## src/rtl/dp_issue.sv

```systemverilog
// dp_issue: decode/issue stage for ARM data-processing instructions.
// Accepts one instruction at a time, decodes its fields and the rotated
// immediate, and checks the condition code against the flag register.
// A passing instruction gets a one-cycle strobe to the ALU, then the
// stage waits for alu_done. A failing instruction is skipped, and an
// instruction outside the supported class is rejected.
//
// Ports:
//   clk, reset          clock, asynchronous active-high reset
//   instr_valid/instr   instruction word in; instr_ready high only in IDLE
//   alu_valid           one-cycle issue strobe
//   opcode,rn,rd,rm     decoded fields, held from accept to next accept
//   use_imm             operand 2 is imm_operand (1) or register rm (0)
//   imm_operand         instr[7:0] rotated right by 2*instr[11:8]
//   c_to_alu            shifter carry out for logical ops
//   nzcv                architectural flags {N,Z,C,V}
//   alu_done/alu_nzcv   ALU completion and its computed flags
//   rd_we               register-file write strobe (combinational)
//   skip_pulse          condition failed
//   illegal_pulse       instruction rejected
//   issued_count        instructions sent to the ALU (wrapping)
//   skipped_count       instructions skipped (wrapping)

module dp_issue #(
    parameter int N  = 32,
    parameter int CW = 16
) (
    input  logic          clk,
    input  logic          reset,
    input  logic          instr_valid,
    input  logic [31:0]   instr,
    output logic          instr_ready,
    output logic          alu_valid,
    output logic [3:0]    opcode,
    output logic [3:0]    rn,
    output logic [3:0]    rd,
    output logic [3:0]    rm,
    output logic          use_imm,
    output logic [N-1:0]  imm_operand,
    output logic          c_to_alu,
    output logic [3:0]    nzcv,
    input  logic          alu_done,
    input  logic [3:0]    alu_nzcv,
    output logic          rd_we,
    output logic          skip_pulse,
    output logic          illegal_pulse,
    output logic [CW-1:0] issued_count,
    output logic [CW-1:0] skipped_count
);

    typedef enum logic [2:0] {
        IDLE    = 3'd0,
        ISSUE   = 3'd1,
        WAIT    = 3'd2,
        SKIP    = 3'd3,
        ILLEGAL = 3'd4
    } state_t;

    state_t state_q, state_d;

    logic [3:0]    opcode_q;
    logic [3:0]    rn_q;
    logic [3:0]    rd_q;
    logic [3:0]    rm_q;
    logic          use_imm_q;
    logic [N-1:0]  imm_q;
    logic [3:0]    rot_q;
    logic          s_q;
    logic [3:0]    nzcv_q, nzcv_d;
    logic [CW-1:0] issued_q, issued_d;
    logic [CW-1:0] skipped_q, skipped_d;

    logic          accept;
    logic          load;
    logic          dec_illegal;
    logic          dec_pass;
    logic [N-1:0]  dec_imm;
    logic          test_op_q;

    // ARM condition field evaluated against {N,Z,C,V}
    function automatic logic cond_pass(input logic [3:0] cc,
                                       input logic [3:0] f);
        logic n, z, c, v, r;
        n = f[3];
        z = f[2];
        c = f[1];
        v = f[0];
        case (cc)
            4'h0:    r = z;
            4'h1:    r = !z;
            4'h2:    r = c;
            4'h3:    r = !c;
            4'h4:    r = n;
            4'h5:    r = !n;
            4'h6:    r = v;
            4'h7:    r = !v;
            4'h8:    r = c && !z;
            4'h9:    r = !c || z;
            4'hA:    r = (n == v);
            4'hB:    r = (n != v);
            4'hC:    r = !z && (n == v);
            4'hD:    r = z || (n != v);
            4'hE:    r = 1'b1;
            default: r = 1'b0;
        endcase
        return r;
    endfunction

    // Zero-extend the 8-bit immediate and rotate it right within N bits;
    // duplicating the word turns the rotate into a plain shift.
    function automatic logic [N-1:0] ror_imm(input logic [7:0] v,
                                             input logic [3:0] rot);
        logic [N-1:0]   ext;
        logic [2*N-1:0] dbl;
        int             sh;
        ext = N'(v);
        sh  = (int'(rot) * 2) % N;
        dbl = {ext, ext} >> sh;
        return dbl[N-1:0];
    endfunction

    assign instr_ready = (state_q == IDLE) && !reset;
    assign accept      = instr_valid && instr_ready;

    // Only the immediate / unshifted-register data-processing class is
    // handled; compare-type opcodes without S have no architectural effect.
    always_comb begin
        dec_illegal = 1'b0;
        if (instr[27:26] != 2'b00) begin
            dec_illegal = 1'b1;
        end
        if (instr[24:23] == 2'b10 && !instr[20]) begin
            dec_illegal = 1'b1;
        end
        if (!instr[25] && instr[11:4] != 8'h00) begin
            dec_illegal = 1'b1;
        end
    end

    assign dec_pass = cond_pass(instr[31:28], nzcv_q);
    assign dec_imm  = ror_imm(instr[7:0], instr[11:8]);

    // Opcodes 8-11 (TST/TEQ/CMP/CMN) only set flags
    assign test_op_q = (opcode_q[3:2] == 2'b10);

    always_comb begin
        state_d       = state_q;
        load          = 1'b0;
        alu_valid     = 1'b0;
        rd_we         = 1'b0;
        skip_pulse    = 1'b0;
        illegal_pulse = 1'b0;
        nzcv_d        = nzcv_q;
        issued_d      = issued_q;
        skipped_d     = skipped_q;
        unique case (state_q)
            IDLE: begin
                if (accept) begin
                    load = 1'b1;
                    if (dec_illegal) begin
                        state_d = ILLEGAL;
                    end else if (dec_pass) begin
                        state_d = ISSUE;
                    end else begin
                        state_d = SKIP;
                    end
                end
            end
            ISSUE: begin
                alu_valid = 1'b1;
                issued_d  = issued_q + CW'(1);
                state_d   = WAIT;
            end
            WAIT: begin
                if (alu_done) begin
                    rd_we = !test_op_q;
                    if (s_q) begin
                        nzcv_d = alu_nzcv;
                    end
                    state_d = IDLE;
                end
            end
            SKIP: begin
                skip_pulse = 1'b1;
                skipped_d  = skipped_q + CW'(1);
                state_d    = IDLE;
            end
            ILLEGAL: begin
                illegal_pulse = 1'b1;
                state_d       = IDLE;
            end
            default: begin
                state_d = IDLE;
            end
        endcase
    end

    always_ff @(posedge clk or posedge reset) begin
        if (reset) begin
            state_q <= IDLE;
        end else begin
            state_q <= state_d;
        end
    end

    always_ff @(posedge clk or posedge reset) begin
        if (reset) begin
            nzcv_q    <= 4'h0;
            issued_q  <= '0;
            skipped_q <= '0;
        end else begin
            nzcv_q    <= nzcv_d;
            issued_q  <= issued_d;
            skipped_q <= skipped_d;
        end
    end

    always_ff @(posedge clk or posedge reset) begin
        if (reset) begin
            opcode_q  <= 4'h0;
            rn_q      <= 4'h0;
            rd_q      <= 4'h0;
            rm_q      <= 4'h0;
            use_imm_q <= 1'b0;
            imm_q     <= '0;
            rot_q     <= 4'h0;
            s_q       <= 1'b0;
        end else if (load) begin
            opcode_q  <= instr[24:21];
            rn_q      <= instr[19:16];
            rd_q      <= instr[15:12];
            rm_q      <= instr[3:0];
            use_imm_q <= instr[25];
            imm_q     <= dec_imm;
            rot_q     <= instr[11:8];
            s_q       <= instr[20];
        end
    end

    assign opcode        = opcode_q;
    assign rn            = rn_q;
    assign rd            = rd_q;
    assign rm            = rm_q;
    assign use_imm       = use_imm_q;
    assign imm_operand   = imm_q;
    assign nzcv          = nzcv_q;
    assign issued_count  = issued_q;
    assign skipped_count = skipped_q;

    // A zero rotate (or a register operand) passes the old carry through
    assign c_to_alu = (use_imm_q && rot_q != 4'h0) ? imm_q[N-1] : nzcv_q[1];

endmodule

```

## config.mk

```make
export PLATFORM = sky130hd
export DESIGN_NAME = dp_issue
export DESIGN_NICKNAME = d
export VERILOG_FILES = /design/src/rtl/dp_issue.sv
export SDC_FILE = /design/constraint.sdc
export NUM_CORES = 1
export LEC_CHECK = 0
export ABC_AREA = 1
export CORE_ASPECT_RATIO = 1.5
export CORE_UTILIZATION = 25
export DETAILED_ROUTE_END_ITERATION = 10
export GPL_ROUTABILITY_DRIVEN = 0
export PLACE_DENSITY = 0.47
export SETUP_SLACK_MARGIN = 0.1
export SYNTH_ARGS = -nofsm -noshare
export SYNTH_HDL_FRONTEND = slang
export SYNTH_SLANG_ARGS = --single-unit
```

## constraint.sdc

```tcl
create_clock -name clk -period 2.9 [get_ports clk]
set_input_delay 0.58 -clock clk [delete_from_list [all_inputs] [get_ports clk]]
set_output_delay 0.58 -clock clk [all_outputs]
set_load 0.02 [all_outputs]
```

-- After elaboration in Yosys (flattened, before gate mapping)
Cells that the tools add are included.
- mux-type cells: 17
- equal/unequal tests: 24
- shift-type cells: 1
- add/sub/neg operators: 2
- reduce and logical (&&, ||, !) cells: 24
- operator list (cell ; count):
    40-bit by 5-bit right shift with 32-bit output ; 1
    16-bit by 1-bit adder with 16-bit output, second input constant ; 2
    4-bit == test, second input constant ; 7
    4-bit by 3-bit == test with 1-bit output, second input constant ; 4
    1-bit one-hot mux with 15 select lines ; 1
    1-bit 2-to-1 mux ; 11
    3-bit 2-to-1 mux ; 3
    3-bit one-hot mux with 3 select lines ; 1
    4-bit by 2-bit == test with 1-bit output, second input constant ; 2
    1-bit logical NOT ; 8
    8-bit nonzero test ; 1
    1-bit logical AND ; 7
    3-bit by 2-bit == test with 1-bit output, second input constant ; 2
    2-bit == test, second input constant ; 2
    4-bit by 1-bit == test with 1-bit output, second input constant ; 1
    4-bit logical NOT ; 1
    2-bit inequality test, second input constant ; 2
    4-bit nonzero test ; 1
    3-bit by 1-bit == test with 1-bit output, second input constant ; 1
    3-bit == test, second input constant ; 1
    3-bit logical NOT ; 1
    3-bit AND reduction ; 1
    1-bit logical OR ; 2
    2-bit 2-to-1 mux ; 1
    other kinds (4) ; 4
- output and inout bits: 91
- register bits after elaboration: 93

-- Logic depth before layout (Yosys ltp)
Gate-level depths: netlist (run 1).
- depth in word-level cells: 7
- mapped depth: 10

-- Least setup slack after synthesis (run 1)
Ideal clock, no wire load.
- path type: register to output
- start: reg rot_q[1]
- end: out c_to_alu
- arrival time: 1291 ps
- path slack: 1029 ps
- buffers on the path: 0
- required time: 2320 ps
- stages on the path, launching flop included: 5
- cell sequence: dfrtp_1 or3_1 o21ai_0 nor2_1 a21oi_1
- longest elaborated chain between the ends: 3
- ends and longest elaborated chain (element ; line ; source):
    from (decl) ; 67 ; logic [3:0] rot_q;
    from (signal assigned) ; 235 ; rot_q <= instr[11:8];
    4-bit nonzero test ; 251 ; assign c_to_alu = (use_imm_q && rot_q != 4'h0) ? imm_q[N-1] : nzcv_q[1];
    1-bit logical AND ; 251 ;
    1-bit 2-to-1 mux ; 251 ;
    to (decl) ; 40 ; output logic c_to_alu,
No other way between the ends.

-- Worst setup path after layout (run 1)
- start: reg state_q[0]
- end: out rd_we
- longest elaborated chain between the ends: 2
- ends and longest elaborated chain (element ; line ; source):
    from (decl) ; 59 ; state_t state_q, state_d;
    from (signal assigned) ; 202 ; state_q <= state_d;
    3-bit by 2-bit == test with 1-bit output ; 156 ; unique case (state_q)
    1-bit 2-to-1 mux ; 156 ;
    to (decl) ; 44 ; output logic rd_we,
No other way between the ends.

==> out/results.tsv, run 1 <==
metric	value	unit
status	finished, violations left	
failing checks	design-rule violations	
Post-Synth XOR/XNOR Area	0.0539	
Overall Power	3.55	mW
clock-pin slew on the worst setup and hold paths	0.06	ns
area share of the largest cell type after synthesis	0.512	
Final setup viols	0	
Synth Cell Area	0.00455	mm2
CP Class	register to output pin	
CP startpoint	state_q[0]	
grt met3 use	0.0366	
met1 usage	0.162	
Largest register FFs	32	
RSZ-0062 raised after global routing	false	
post-DR vias/cell	4.42	
Primary FF master, synth	dfrtp_1	
#FFs+latches synth	93	
R2R Path Start	state_q[0]	
post-synthesis sequential area ratio	0.512	
Comb power frac	0.240	
leak pwr	3.12	nW
clock buffer count from CTS	9	
Initial Util	0.255	
GR peak layer	met2	
worst r2r path cells	8	
layout cells sized above 1	0.0660	
Max FO, Critical Path	5	
drt drc	11	
IO Port Bufs	130	
Avg Cell Area, Syn	8.09	um2
final wirelength	13100	um
worst vdd ir	239	uV
Max clock buf depth	2	
grt met2 use	0.262	
simple-gate share of the synthesized area	0.300	
Adder-Cell Fraction of Synth Area	0.00550	
initial antenna violation count	0	
largest family of logic cells by synthesized area	simple AND/OR/NAND/NOR gates	
Clk Latency, worst-skew pair	0.35	ns
crit share post-route	0.890	
# diodes	0	
die width	112	um
Slew Limit Fails	0	
Setup TNS Final	0	ns
global-route wire length before repair	21600	um
GR Util All Layers	0.148	
largest net degree at the start of global routing	41	
fmax	0.387	GHz
H-tree levels	3	
Reg-to-Reg End	imm_operand[4]	
Root Driver	clkbuf_16	
Flop pwr share	0.431	
Post-CTS Setup Bufs	0	
Syn Nets	604	
post-synthesis mux area share	0	
routed vias	4044	
initial DRC count	173	
kind of end point of the critical path	output pin	
Compound-Gate Fraction of Synth Area	0.0575	
First-pass DRT Iterations	8	
reg2reg setup slack	0.99	ns
Pwr per Cell Area	555	mW/mm2
CP endpoint	rd_we	
Synth area leaders	dfrtp_1 (51%), nand2_1 (17%), inv_1 (4.7%), xor2_1 (4.2%), nor2_1 (3.1%)	
WP data required	2.32	ns
Max-Cap Viols	0	
final hold vios	0	
die height	167	um
switching pwr	1.08	mW
Clock Skews	0.00552	ns
clk sink count	93	
CTS tree	done	
number of cell rows	60	
startpoint types	register	
Ports	131	
Post-CTS Hold Fix Bufs	0	
WL per Instance	14.3	um
Cell variety after synth	33	
HPWL Detailed	10000	um
Core Region	0.0179	mm2
Worst-Margin Slew	0.716	ns
Hold Crit Class	register to register	
share of flip-flops with an asynchronous set or reset	1.00	
CP arrival	2.00	ns
relative slew slack	0.522	
vias in the first global route	4206	
Clk pwr share	0.329	
YS warnings	0	
layout net count	736	
GRT overflow	0	
post-synthesis cell count	562	
ANT nets after route	0	
number of flops mapped to enable cells by yosys	0	
Sw Ratio	0.304	
Syn-to-layout area delta	40.8	%
Int Pwr	2.47	mW
die area	0.0187	mm2
crit path time final	2.58	ns
post-synth top area cell	dfrtp_1	
## layout by cell type (no fill, tap or decap), types with 3 or more instances in the layout
master and instances:
nand2_1 211, clkdlybuf4s50_1 129, dfrtp_1 93, inv_1 56, nor2_1 38, nand3_1 27
o21ai_0 23, xor2_1 22, nor3_1 13, a21oi_1 11, clkbuf_16 9, nor2_4 6
xnor2_1 6, nor2_2 5, nand4_1 4, o21ai_1 4, inv_2 3, nand2_4 3
o211ai_1 3, buf_12 3, buf_4 3
## stage by stage
step	instance area, um2	worst slack, ns	std cells	hold slack [ns]	util
detailed placement	6120	0.361	900	0.464	0.343
CTS	6400	0.121	914	0.481	0.358
floorplan	4550	1.03	562	0.441	-
global placement	6120	0.336	900	0.460	0.343
global route	6400	0.136	914	0.502	0.358
finish	6400	0.318	914	0.475	0.358
## routing by layer
metal  wire, um  vias to the layer above  share of wire
li1           -                     2005              -
met1       5090                     1901           0.39
met2       6670                      116           0.51
met3        880                       22          0.067
met4        443                        0          0.034
met5          0                        -              0
## Yosys cell counts, types with 3 or more instances
cell / count
nand2_4: 3
nor3_1: 13
nor2_4: 6
xor2_1: 22
o211ai_1: 3
nand3_1: 27
inv_1: 57
inv_2: 3
nor2_2: 5
buf_2: 8
nor2_1: 38
clkbuf_1: 4
nand2_1: 211
o21ai_1: 4
dfrtp_1: 93
o21ai_0: 23
xnor2_1: 6
nand4_1: 4
a21oi_1: 11
## area by class of cell
cell class                      count  area, um2
Multi-Input combinational cell    391       1900
Fill cell                        1900      11500
Timing Repair Buffer              136       1390
Tap cell                          217        272
Inverter                           63        244
Sequential cell                    93       2330
Clock inverter                      4       51.3
Clock buffer                       10        229
## worst min-delay path by stage
| stage | to | depth (start not counted) | start |
|---|---|---|---|
| final | issued_count[15] | 1 | issued_count[15] |
| after global routing | issued_count[15] | 1 | issued_count[15] |
| after floorplan | rot_q[3] | 2 | rot_q[3] |
| after detailed placement | rd[2] | 2 | rd[2] |
| after global placement | rot_q[2] | 2 | rot_q[2] |
| after CTS | issued_count[15] | 1 | issued_count[15] |
## critical path, cell delays in order (launching register included)
cell and delay, ns:
dfrtp_1 0.45, nor3_1 0.32, nand2_1 0.11, a21oi_1 0.13
clkdlybuf4s50_1 0.64
## repair_timing
action,4_1_cts,5_1_grt
setup endpoints to repair,0,1
resized for setup,0,1
hold endpoints to repair,0,0
## cells by family after synthesis
family / count (synthesis)
AOI/OAI and AO/OA: 46
xor gates and xnor gates: 28
adders and majority gates: 2
buffers and inverters: 78
DFF: 93
and+or+nand+nor: 315
## power by group through the flow
| stage | clock, mW | combinational [mW] | sequential [mW] |
|---|---|---|---|
| global route | 1.27 | 0.930 | 1.55 |
| CTS | 1.22 | 0.869 | 1.54 |
| global placement | 0 | 0.859 | 1.55 |
| detailed placement | 0 | 0.865 | 1.56 |
| finish | 1.17 | 0.852 | 1.53 |
| floorplan | 0 | 0.282 | 1.69 |
Power figures use the tool's default switching activity.
==> inputs of run 2 (changes only) <==
--- a/config.mk
+++ b/config.mk
@@ -10,7 +10,7 @@
 export CORE_UTILIZATION = 25
 export DETAILED_ROUTE_END_ITERATION = 10
 export GPL_ROUTABILITY_DRIVEN = 0
-export PLACE_DENSITY = 0.47
+export PLACE_DENSITY = 0.45
 export SETUP_SLACK_MARGIN = 0.1
 export SYNTH_ARGS = -nofsm -noshare
 export SYNTH_HDL_FRONTEND = slang
==> constraint.sdc (replaced) <==
create_clock -name clk -period 3.1 [get_ports clk]
set_input_delay 0.465 -clock clk [delete_from_list [all_inputs] [get_ports clk]]
set_output_delay 0.465 -clock clk [all_outputs]
set_load 0.02 [all_outputs]
==> run 2 against run 1 <==
  * The run still ends with design-rule violations left
  * Count of clock-buffer cells in the layout rose by 2
  * Clock power about the same
  * Sequential share of layout area is essentially flat
  * Critical endpoint is now c_to_alu
  * Largest cell class unchanged
==> out/results.tsv, run 2 (same netlist as run 1, synthesis figures left out) <==
metric	value	unit	change
status	finished, violations left		
failing checks	design-rule violations		
commonest non-fill, non-tap cells in the layout	nand2_1 (211), clkdlybuf4s50_1 (130), dfrtp_1 (93), inv_1 (56), nor2_1 (38)		
Clk Latency, worst-skew pair	0.35	ns	about the same
Worst-Margin Slew	0.618	ns	-0.0978 ns
post-DR vias/cell	4.40		-0.63%
number of cell rows	60		unchanged
GR Util All Layers	0.148		-0.000721
HPWL Detailed	10100	um	+0.50%
Sw Ratio	0.301		-0.00286
die width	112	um	unchanged
clock buffer count from CTS	9		unchanged
# diodes	0		unchanged
global-route wire length before repair	21500	um	-0.48%
Post-CTS Hold Fix Bufs	0		unchanged
Core Region	0.0179	mm2	unchanged
die area	0.0187	mm2	unchanged
commonest non-fill, non-tap cell in the layout	nand2_1		
initial DRC count	177		+2.3%
WP data required	2.63	ns	+0.31 ns
Int Pwr	2.37	mW	-4.3%
fmax	0.391	GHz	
Syn-to-layout area delta	40.7	%	about the same
Clock Skews	0.00845	ns	+0.00293 ns
worst vdd ir	291	uV	+22%
Pwr per Cell Area	529	mW/mm2	-4.6%
Setup TNS Final	0	ns	unchanged
Post-CTS Setup Bufs	0		unchanged
Hold Crit Class	register to register		
H-tree levels	3		unchanged
GRT overflow	0		unchanged
leak pwr	3.13	nW	about the same
Flop pwr share	0.423		-0.008
Max FO, Critical Path	2		-3
largest net degree at the start of global routing	48		+17%
vias in the first global route	4047		-3.8%
Ports	131		unchanged
WL per Instance	14.3	um	-0.11%
relative slew slack	0.583		+0.0619
crit path time final	2.56	ns	
Final setup viols	0		unchanged
CTS tree	done		
Clk pwr share	0.343		+0.014
Initial Util	0.255		unchanged
Max clock buf depth	2		unchanged
kind of end point of the critical path	output pin		
clk sink count	93		unchanged
final wirelength	13100	um	unchanged
final hold vios	0		unchanged
startpoint types	register		
drt drc	9		-2
Final Cell Area	0.00640	mm2	about the same
crit share post-route	0.825		
First-pass DRT Iterations	9		+1
reg2reg setup slack	1.12	ns	+0.13 ns
initial antenna violation count	0		unchanged
CP arrival	2.09	ns	+0.09 ns
ANT nets after route	0		unchanged
Slew Limit Fails	0		unchanged
layout cells sized above 1	0.0673		+0.00134
CP Class	register to output pin		
Root Driver	clkbuf_16		
Largest register FFs	32		unchanged
die height	167	um	unchanged
Max-Cap Viols	0		unchanged
dpl cell area	0.00609	mm2	-0.57%
post-CTS sizing	0		unchanged
IO Port Bufs	130		unchanged
routed vias	4023		-0.52%
switching pwr	1.02	mW	-5.6%
clock-pin slew on the worst setup and hold paths	0.07	ns	about the same
layout net count	735		-0.14%
RSZ-0062 raised after global routing	false		
Comb power frac	0.234		-0.006
-- run 2: cell types whose count changed in the layout (fill, tap and decap cells not counted) --
cell,change
clkinvlp_4,-1
inv_6,+1
clkbuf_8,+2
buf_12,-2
clkdlybuf4s50_1,+1
dlymetal6s2s_1,-1
buf_4,+1
-- run 2: per-stage QoR --
stage               hold WS (ns)  std cells  setup WS, ns  power [mW]   util
floorplan                  0.441        562         0.215        1.85      -
finish                     0.478        915         0.543        3.39  0.358
CTS                        0.484        915         0.516        3.46  0.358
detailed placement         0.465        899         0.725        2.26  0.341
global placement           0.459        899         0.697        2.26  0.341
global route               0.511        915         0.416        3.58  0.358
-- run 2: cell type report --
type	count	area (um2)
clock buffer	12	256
clock inverter	4	55.1
fill	1874	11500
inverter	63	241
multi-input combinational	391	1900
sequential	93	2330
tap	217	272
timing repair buffer	135	1350
-- run 2: routing by layer --
layer / vias up / part of all wire / global-route usage / wire length [um]
met3: 15 / 0.056 / 0.0340 / 739
met2: 113 / 0.52 / 0.261 / 6780
met5: - / 0 / 0 / 0
met4: 0 / 0.025 / 0.0725 / 324
li1: 2001 / - / - / -
met1: 1894 / 0.40 / 0.166 / 5240
-- run 2: worst paths after layout --
kind,startpoint,to,cells after the start
worst max-delay path,rot_q[1],c_to_alu,5
worst min-delay path,issued_count[15],issued_count[15],1
worst max register to register,state_q[0],imm_operand[3],9
worst min register to register,issued_count[15],issued_count[15],1
max in group asynchronous,reset,nzcv[3],3
min in group asynchronous,reset,skipped_count[15],2
-- run 2: critical path, stage by stage, from the launching register on --
cell	delay [ns]
dfrtp_1	0.37
or3_1	0.35
o21ai_0	0.20
nor2_1	0.06
a21oi_1	0.11
clkdlybuf4s50_1	0.66
-- run 2: power groups by stage --
| stage | clock [mW] | sequential (mW) | combinational [mW] |
|---|---|---|---|
| floorplan | 0 | 1.59 | 0.263 |
| global placement | 0 | 1.45 | 0.805 |
| detailed placement | 0 | 1.46 | 0.806 |
| CTS | 1.22 | 1.44 | 0.809 |
| global route | 1.26 | 1.45 | 0.870 |
| finish | 1.16 | 1.43 | 0.793 |
